**src/rtl/brch_redirect_pkg.sv**
```systemverilog
// Shared definitions for the branch redirect block and the EX condition evaluator.
// Holds the state encoding, the default flush depth and the brch_instr field layout.
package brch_redirect_pkg;

  typedef enum logic [1:0] {
    IDLE  = 2'b00,
    REDIR = 2'b01,
    FLUSH = 2'b10
  } state_e;

  localparam int FLUSH_DEPTH_DEF = 2;
  localparam int FCNT_W          = 3;

  // brch_instr layout: bit 2 flags a conditional branch, [1:0] is the condition code
  localparam int BRCH_BIT    = 2;
  localparam int BRCH_CC_MSB = 1;
  localparam int BRCH_CC_LSB = 0;

endpackage

```
**src/rtl/brch_redirect_sat_counter.sv**
```systemverilog
// Saturating up-counter with enable; sticks at all-ones instead of wrapping.
module sat_counter #(
  parameter int CNT_W = 16
) (
  input  logic             clk,
  input  logic             rst_n,
  input  logic             en,
  output logic [CNT_W-1:0] cnt
);

  localparam logic [CNT_W-1:0] CNT_MAX = {CNT_W{1'b1}};
  localparam logic [CNT_W-1:0] CNT_ONE = {{(CNT_W-1){1'b0}}, 1'b1};

  // count enabled events until the all-ones ceiling
  always_ff @(posedge clk or negedge rst_n) begin
    if (!rst_n) begin
      cnt <= {CNT_W{1'b0}};
    end else if (en && (cnt != CNT_MAX)) begin
      cnt <= cnt + CNT_ONE;
    end else begin
      cnt <= cnt;
    end
  end

endmodule

```
**src/rtl/brch_redirect.sv**
```systemverilog
// Predict-not-taken redirect unit: turns a taken branch/jump resolved in EX into a
// registered fetch redirect followed by a fixed-length IF/ID flush window.
module brch_redirect
  import brch_redirect_pkg::*;
#(
  parameter int WIDTH       = 16,
  parameter int FLUSH_DEPTH = FLUSH_DEPTH_DEF,
  parameter int CNT_W       = 16
) (
  input  logic             clk,
  input  logic             rst_n,
  input  logic             stall,
  input  logic             ex_valid,
  input  logic             ex_is_brch,
  input  logic             ex_is_jmp,
  input  logic             BrchCnd,
  input  logic [WIDTH-1:0] ex_pc_inc,
  input  logic [WIDTH-1:0] ex_imm,
  output logic             redirect,
  output logic [WIDTH-1:0] redirect_pc,
  output logic             flush_if,
  output logic             flush_id,
  output logic             busy,
  output logic [CNT_W-1:0] taken_cnt
);

  localparam logic [FCNT_W-1:0] FLUSH_LOAD = FCNT_W'(FLUSH_DEPTH - 1);

  state_e              state_r, state_nx_s;
  logic [FCNT_W-1:0]   flush_cnt_r, flush_cnt_nx_s;
  logic                take_s, cap_s;
  logic [WIDTH-1:0]    target_s;

  assign take_s   = ex_valid & ((ex_is_brch & BrchCnd) | ex_is_jmp);
  assign target_s = ex_pc_inc + ex_imm;

  // next-state logic; stall freezes everything, EX is only looked at in IDLE
  always_comb begin
    state_nx_s     = state_r;
    flush_cnt_nx_s = flush_cnt_r;
    cap_s          = 1'b0;
    if (!stall) begin
      case (state_r)
        IDLE: begin
          if (take_s) begin
            state_nx_s = REDIR;
            cap_s      = 1'b1;
          end else begin
            state_nx_s = IDLE;
          end
        end
        REDIR: begin
          if (FLUSH_DEPTH == 1) begin
            state_nx_s     = IDLE;
            flush_cnt_nx_s = {FCNT_W{1'b0}};
          end else begin
            state_nx_s     = FLUSH;
            flush_cnt_nx_s = FLUSH_LOAD;
          end
        end
        FLUSH: begin
          // leave on the edge that takes the count to zero: FLUSH lasts DEPTH-1 cycles
          if (flush_cnt_r <= 3'd1) begin
            state_nx_s     = IDLE;
            flush_cnt_nx_s = {FCNT_W{1'b0}};
          end else begin
            flush_cnt_nx_s = flush_cnt_r - 3'd1;
          end
        end
        default: begin
          state_nx_s     = IDLE;
          flush_cnt_nx_s = {FCNT_W{1'b0}};
        end
      endcase
    end else begin
      cap_s = 1'b0;
    end
  end

  // state, target and Moore outputs registered from the next state
  always_ff @(posedge clk or negedge rst_n) begin
    if (!rst_n) begin
      state_r     <= IDLE;
      flush_cnt_r <= {FCNT_W{1'b0}};
      redirect_pc <= {WIDTH{1'b0}};
      redirect    <= 1'b0;
      flush_if    <= 1'b0;
      flush_id    <= 1'b0;
      busy        <= 1'b0;
    end else begin
      state_r     <= state_nx_s;
      flush_cnt_r <= flush_cnt_nx_s;
      redirect_pc <= cap_s ? target_s : redirect_pc;
      redirect    <= (state_nx_s == REDIR);
      flush_if    <= (state_nx_s != IDLE);
      flush_id    <= (state_nx_s != IDLE);
      busy        <= (state_nx_s != IDLE);
    end
  end

  sat_counter #(.CNT_W(CNT_W)) u_taken_cnt (
    .clk   (clk),
    .rst_n (rst_n),
    .en    (cap_s),
    .cnt   (taken_cnt)
  );

endmodule

```
**config.mk**
```make
export PLATFORM = sky130hd
export DESIGN_NAME = brch_redirect
export DESIGN_NICKNAME = d
export VERILOG_FILES = /design/src/rtl/brch_redirect_pkg.sv /design/src/rtl/brch_redirect_sat_counter.sv /design/src/rtl/brch_redirect.sv
export SDC_FILE = /design/constraint.sdc
export NUM_CORES = 1
export LEC_CHECK = 0
export CAP_MARGIN = 25
export CORE_ASPECT_RATIO = 0.8
export CORE_MARGIN = 10
export CORE_UTILIZATION = 50
export DETAILED_ROUTE_END_ITERATION = 10
export PLACE_DENSITY = 0.84
export SLEW_MARGIN = 20
export SYNTH_ARGS = -nofsm -noshare
export SYNTH_HDL_FRONTEND = slang
export SYNTH_SLANG_ARGS = --single-unit
```
**constraint.sdc**
```tcl
create_clock -name clk -period 4.25 [get_ports clk]
set_input_delay 0.85 -clock clk [delete_from_list [all_inputs] [get_ports clk]]
set_output_delay 0.85 -clock clk [all_outputs]
set_load 0.01 [all_outputs]
```
# After elaboration in Yosys (flattened, before gate mapping)
# Index checks and enable logic that the tools add are counted.
[totals]
regBits = 39
input_bits = 39
out_inout_bits = 36
elab_cells = 32
[classes]
n_addsub = 3
order_cmp = 1
n_eq_ne = 4
mux = 9
bitwise = 5
n_reduce_logical = 4
[ops]
columns = ["op", "n"]
rows = [
  ["adder 16 x 1 -> 16 bit (second input constant)", 1],
  ["adder 16 bit", 1],
  ["inequality test 16 bit (second input constant)", 1],
  ["one-hot mux 3 bit (3 select lines)", 1],
  ["one-hot mux 2 bit (3 select lines)", 1],
  ["equality test 2 x 1 -> 1 bit (second input constant)", 2],
  ["two-way mux 1 bit", 4],
  ["two-way mux 2 bit", 2],
  ["less-or-equal comparator 3 x 1 -> 1 bit (second input constant)", 1],
  ["two-way mux 3 bit", 1],
  ["subtractor 3 x 1 -> 3 bit (second input constant)", 1],
  ["bitwise AND 1 bit", 2],
  ["equality test 2 bit (second input constant)", 1],
  ["zero test 2 bit", 1],
  ["inverter 1 bit", 2],
  ["AND reduction 2 bit", 1],
  ["nonzero test 2 bit", 1],
  ["logical AND 1 bit", 1],
  ["bitwise OR 1 bit", 1],
]

# Logic depth before layout (Yosys ltp)
[depth]
word_depth = 7
depth_mapped = 8
mapped_depth_nobuf = 7

# Cells and area by module
# A second synthesis with hierarchy kept.
[unflattened]
cells_unflattened = 276
area_unflattened_um2 = 2613.8
[by_module_without_submodules]
columns = ["mod", "n_inst", "cells_each", "area_per_inst_um2", "seq_area_each_um2"]
rows = [
  ["brch_redirect", 1, 204, 1754.2, 575.6],
  ["sat_counter", 1, 72, 859.6, 400.4],
]

# Worst setup path before layout
# No wires, ideal clock.
[synth_path]
kind = "in2reg"
from = "input port ex_pc_inc[0]"
to = "register redirect_pc[12]"
setup_time_ns = 0.095
arrival_ns = 2.296
required_time_ns = 4.155
slack_ns = 1.858
cell_stages = 7
n_path_buf = 0
cell_sequence = "ha_1 -> fa_1 -> a21oi_1 -> o211a_1 -> nor4_1 -> o21a_1 -> o31ai_1"
[synth_via]
elab_chain_cells = 1
[synth_lines]
columns = ["element", "line_no", "text"]
rows = [
  ["from (decl)", "brch_redirect.sv:17", "input logic [WIDTH-1:0] ex_pc_inc,"],
  ["adder 16 bit", "brch_redirect.sv:35", "assign target_s = ex_pc_inc + ex_imm;"],
  ["to (signal assigned)", "brch_redirect.sv:85", "redirect_pc <= {WIDTH{1'b0}};"],
  ["to (signal assigned)", "brch_redirect.sv:93", "redirect_pc <= cap_s ? target_s : redirect_pc;"],
  ["to (decl)", "brch_redirect.sv:20", "output logic [WIDTH-1:0] redirect_pc,"],
]
# Every way passes these cells.
# A chain may end at the register's enable or synchronous reset.

# Worst setup path after layout
# Same ends and word-level chain as after synthesis.

==> impl_metrics.sql <==
INSERT INTO impl_metrics (metric_group, metric, value, unit) VALUES
('run_status', 'status', 'completed', ''),
('finish', 'nNetsFinal', '420', ''),
('global_routing', 'largest_net_degree_at_the_start_of_global_routing', '40', ''),
('global_routing', 'track_usage', '0.152', ''),
('die', 'floorplan.die.width', '99.6', 'um'),
('cts', 'clk_pin_slew', '0.07', 'ns'),
('detailed_routing', 'drtAntennaViolNets', '0', ''),
('detailed_routing', 'detailed_routing_iterations_pass_1', '4', ''),
('critical_path', 'r2r_cells', '7', ''),
('sta', 'report.final.slew_viol_count', '0', ''),
('sta', 'fmax', '358', 'MHz'),
('die', 'coreArea', '4950', 'sq um'),
('detailed_routing', 'totalWireLength', '6.35', 'mm'),
('sta', 'timing.clock.skew', '0.00545', 'ns'),
('critical_path', 'type_of_the_setup_path_with_the_least_slack', 'in -> reg', ''),
('cts', 'htree_levels', '2', ''),
('critical_path', 'worst-endpoint-arrival', '2.99', 'ns'),
('detailed_routing', 'dr_total_vias', '2340', ''),
('synthesis', 'post_synth.cell_area_avg', '8.92', 'sq um'),
('sta', 'rsz0062_at_grt', 'false', ''),
('cts', 'max_root_sink_buffers', '2', ''),
('cts', 'clk_root_buffer_cell', 'sky130_fd_sc_hd__clkbuf_8', ''),
('critical_path', 'timing.critical_path.required', '4.44', 'ns'),
('worst_hold_path', 'worst_hold_path_type', 'reg -> reg', ''),
('pwr', 'power.share.sequential', '0.403', ''),
('cts', 'tritoncts_num_sinks', '39', ''),
('sta', 'layout_worst_path_cycle_share', '0.658', ''),
('sta', 'worst-slew-pin-transition', '0.844', 'ns'),
('synthesis', 'synth_largest_area_cell', 'sky130_fd_sc_hd__dfrtp_1', ''),
('synthesis', 'syn_inst', '284', ''),
('synthesis', 'mappedNetlistNets', '346', ''),
('synthesis', 'synth.ff_latch_count', '39', ''),
('detailed_routing', 'drtIter0Drc', '102', ''),
('sta', 'min_period', '2.80', 'ns'),
('worst_hold_path', 'min_path_cells', '2', ''),
('synthesis', 'yosysUniqueCellTypes', '44', ''),
('synthesis', 'yosysTopAreaCellShare', '0.385', ''),
('die', 'fp.dieArea', '8330', 'sq um'),
('synthesis', 'synth-async-reset-ratio', '1.00', ''),
('finish', 'final_design_area_no_fill', '3400', 'sq um'),
('synthesis', 'most_used_standard_cell_by_instance_count_after_synthesis', 'sky130_fd_sc_hd__nand2_1', ''),
('synthesis', 'most_used_standard_cells_in_the_synthesized_netlist', '41 x sky130_fd_sc_hd__nand2_1, 39 x sky130_fd_sc_hd__dfrtp_1, 25 x sky130_fd_sc_hd__a21oi_1', ''),
('critical_path', 'crit_path_end_kind', 'flop', ''),
('pwr', 'comb_pwr_share', '0.411', ''),
('pwr', 'p_int', '873', 'uW'),
('pwr', 'static-leakage-power', '1.48', 'nW'),
('sta', 'finalSetupTns', '0', 'ns'),
('detailed_routing', 'routed_wire_length_per_instance', '15.1', 'um'),
('critical_path', 'r2r-start', 'state_r[0]$_DFF_PN0_', ''),
('detailed_routing', 'remaining_drc_errors', '0', ''),
('cts', 'cts_post_setup_buffers_inserted', '0', ''),
('global_routing', 'number_of_antenna_violations_at_the_first_check_in_global_routing', '0', ''),
('die', 'die-height', '83.7', 'um'),
('pwr', 'p_sw', '458', 'uW'),
('pwr', 'total_power', '1.33', 'mW'),
('cts', 'numCtsBuffers', '5', ''),
('pwr', 'clockPowerShare', '0.186', ''),
('cts', 'post_cts.resized_instances', '0', ''),
('synthesis', 'synth_edf_count', '0', ''),
('place', 'place.gp.congestion', '0.903', ''),
('pwr', 'power.switching_fraction', '0.344', ''),
('detailed_routing', 'route.detailed.vias_per_inst', '5.56', ''),
('critical_path', 'worst_reg_to_reg_setup_slack', '2.06', 'ns'),
('finish', 'number_of_antenna_cells_inserted', '0', ''),
('global_routing', 'grt_pass1_vias', '2390', ''),
('finish', 'area_delta_synth_final', '34.3', '%'),
('global_routing', 'grt_overflow', '0', ''),
('die', 'initial_core_utilization', '0.512', ''),
('job', 'max_cap_violations', '0', ''),
('sta', 'relSlewSlack', '0.437', ''),
('die', 'total_i_o_pin_count', '75', '');
[power groups by stage]
stage / clock network, mW / registers, mW / logic [mW]
3_5_place_dp: 0 / 0.543 / 0.550
6_report: 0.247 / 0.536 / 0.547
4_1_cts: 0.255 / 0.536 / 0.554
2_1_floorplan: 0 / 0.576 / 0.225
3_3_place_gp: 0 / 0.540 / 0.540
5_1_grt: 0.270 / 0.552 / 0.609
[placed cells by master, fill, tap and decap left out, types with 2 or more instances in the layout]
master                             n
sky130_fd_sc_hd__or3_1             2
sky130_fd_sc_hd__nor2_1           24
sky130_fd_sc_hd__clkbuf_8          5
sky130_fd_sc_hd__clkdlybuf4s50_1  73
sky130_fd_sc_hd__mux2i_1           2
sky130_fd_sc_hd__o21a_1            4
sky130_fd_sc_hd__and3_1            5
sky130_fd_sc_hd__inv_1             8
sky130_fd_sc_hd__nor3_1            9
sky130_fd_sc_hd__xor2_1            9
sky130_fd_sc_hd__xnor2_1           9
sky130_fd_sc_hd__a21oi_1          25
sky130_fd_sc_hd__dfrtp_1          39
sky130_fd_sc_hd__nand2b_1          2
sky130_fd_sc_hd__ha_1             22
sky130_fd_sc_hd__nor4_1            3
sky130_fd_sc_hd__nand2_1          41
sky130_fd_sc_hd__and4_1            2
sky130_fd_sc_hd__o21bai_1          3
sky130_fd_sc_hd__nand4_1           4
sky130_fd_sc_hd__o21ai_0          20
sky130_fd_sc_hd__o211ai_1          3
sky130_fd_sc_hd__nand3_1          12
sky130_fd_sc_hd__o31ai_1           7
sky130_fd_sc_hd__nor2b_1           2
[critical path: stages]
cell and delay, ns:
sky130_fd_sc_hd__clkdlybuf4s50_1 0.41, sky130_fd_sc_hd__ha_1 0.25, sky130_fd_sc_hd__fa_1 0.41, sky130_fd_sc_hd__a21oi_1 0.28
sky130_fd_sc_hd__o211a_1 0.26, sky130_fd_sc_hd__nor4_1 0.09, sky130_fd_sc_hd__o21a_1 0.19, sky130_fd_sc_hd__o31ai_1 0.24
[routing by layer]
| layer | track usage | routed length (um) |
|---|---|---|
| met4 | 0.0520 | 76 |
| met3 | 0.0671 | 585 |
| met2 | 0.248 | 2920 |
| met1 | 0.173 | 2770 |
| met5 | 0 | 0 |
[cells by family (layout without fill, tap and decap cells)]
logic type	Yosys count	after routing	synth area share
adder cells (fa/ha/maj)	23	23	0.117
buffers and inverters	16	91	0.0272
AND/OR/NAND/NOR	110	110	0.203
flip-flops	39	39	0.385
AO/OA/AOI/OAI	75	75	0.193
XOR/XNOR	18	18	0.0623
multiplexers	3	3	0.0124
[worst max-delay path by stage]
stage	startpoint	to
after floorplan	ex_pc_inc[0]	redirect_pc[12]$_DFFE_PN0P_
after global placement	ex_pc_inc[0]	redirect_pc[12]$_DFFE_PN0P_
after detailed placement	ex_pc_inc[0]	redirect_pc[12]$_DFFE_PN0P_
after CTS	ex_pc_inc[0]	redirect_pc[12]$_DFFE_PN0P_
after global routing	ex_pc_inc[0]	redirect_pc[12]$_DFFE_PN0P_
final	ex_pc_inc[0]	redirect_pc[12]$_DFFE_PN0P_
[sequential cells by signal, indices dropped and copies added, names as in the netlist]
signal / cells
state_r: 2
redirect_pc: 16
flush_cnt_r: 3
redirect: 1
busy: 1
u_taken_cnt.cnt: 16
[cell type report]
| cell class | instances | area, sq um |
|---|---|---|
| Tap cell | 62 | 77.6 |
| Clock buffer | 6 | 72.6 |
| Clock inverter | 2 | 12.5 |
| Multi-Input combinational cell | 229 | 1490 |
| Fill cell | 405 | 1550 |
| Sequential cell | 39 | 976 |
| Inverter | 8 | 30.0 |
| Timing Repair Buffer | 75 | 743 |
[metrics by stage]
stage	utilization	hold WS [ns]	instances	setup WS, ns
global route	0.687	0.528	421	1.33
detailed placement	0.670	0.474	413	1.17
finish	0.687	0.489	421	1.45
global placement	0.670	0.466	413	1.30
CTS	0.687	0.492	421	1.50
floorplan	-	0.446	284	1.86
Power figures use the tool's default switching activity.
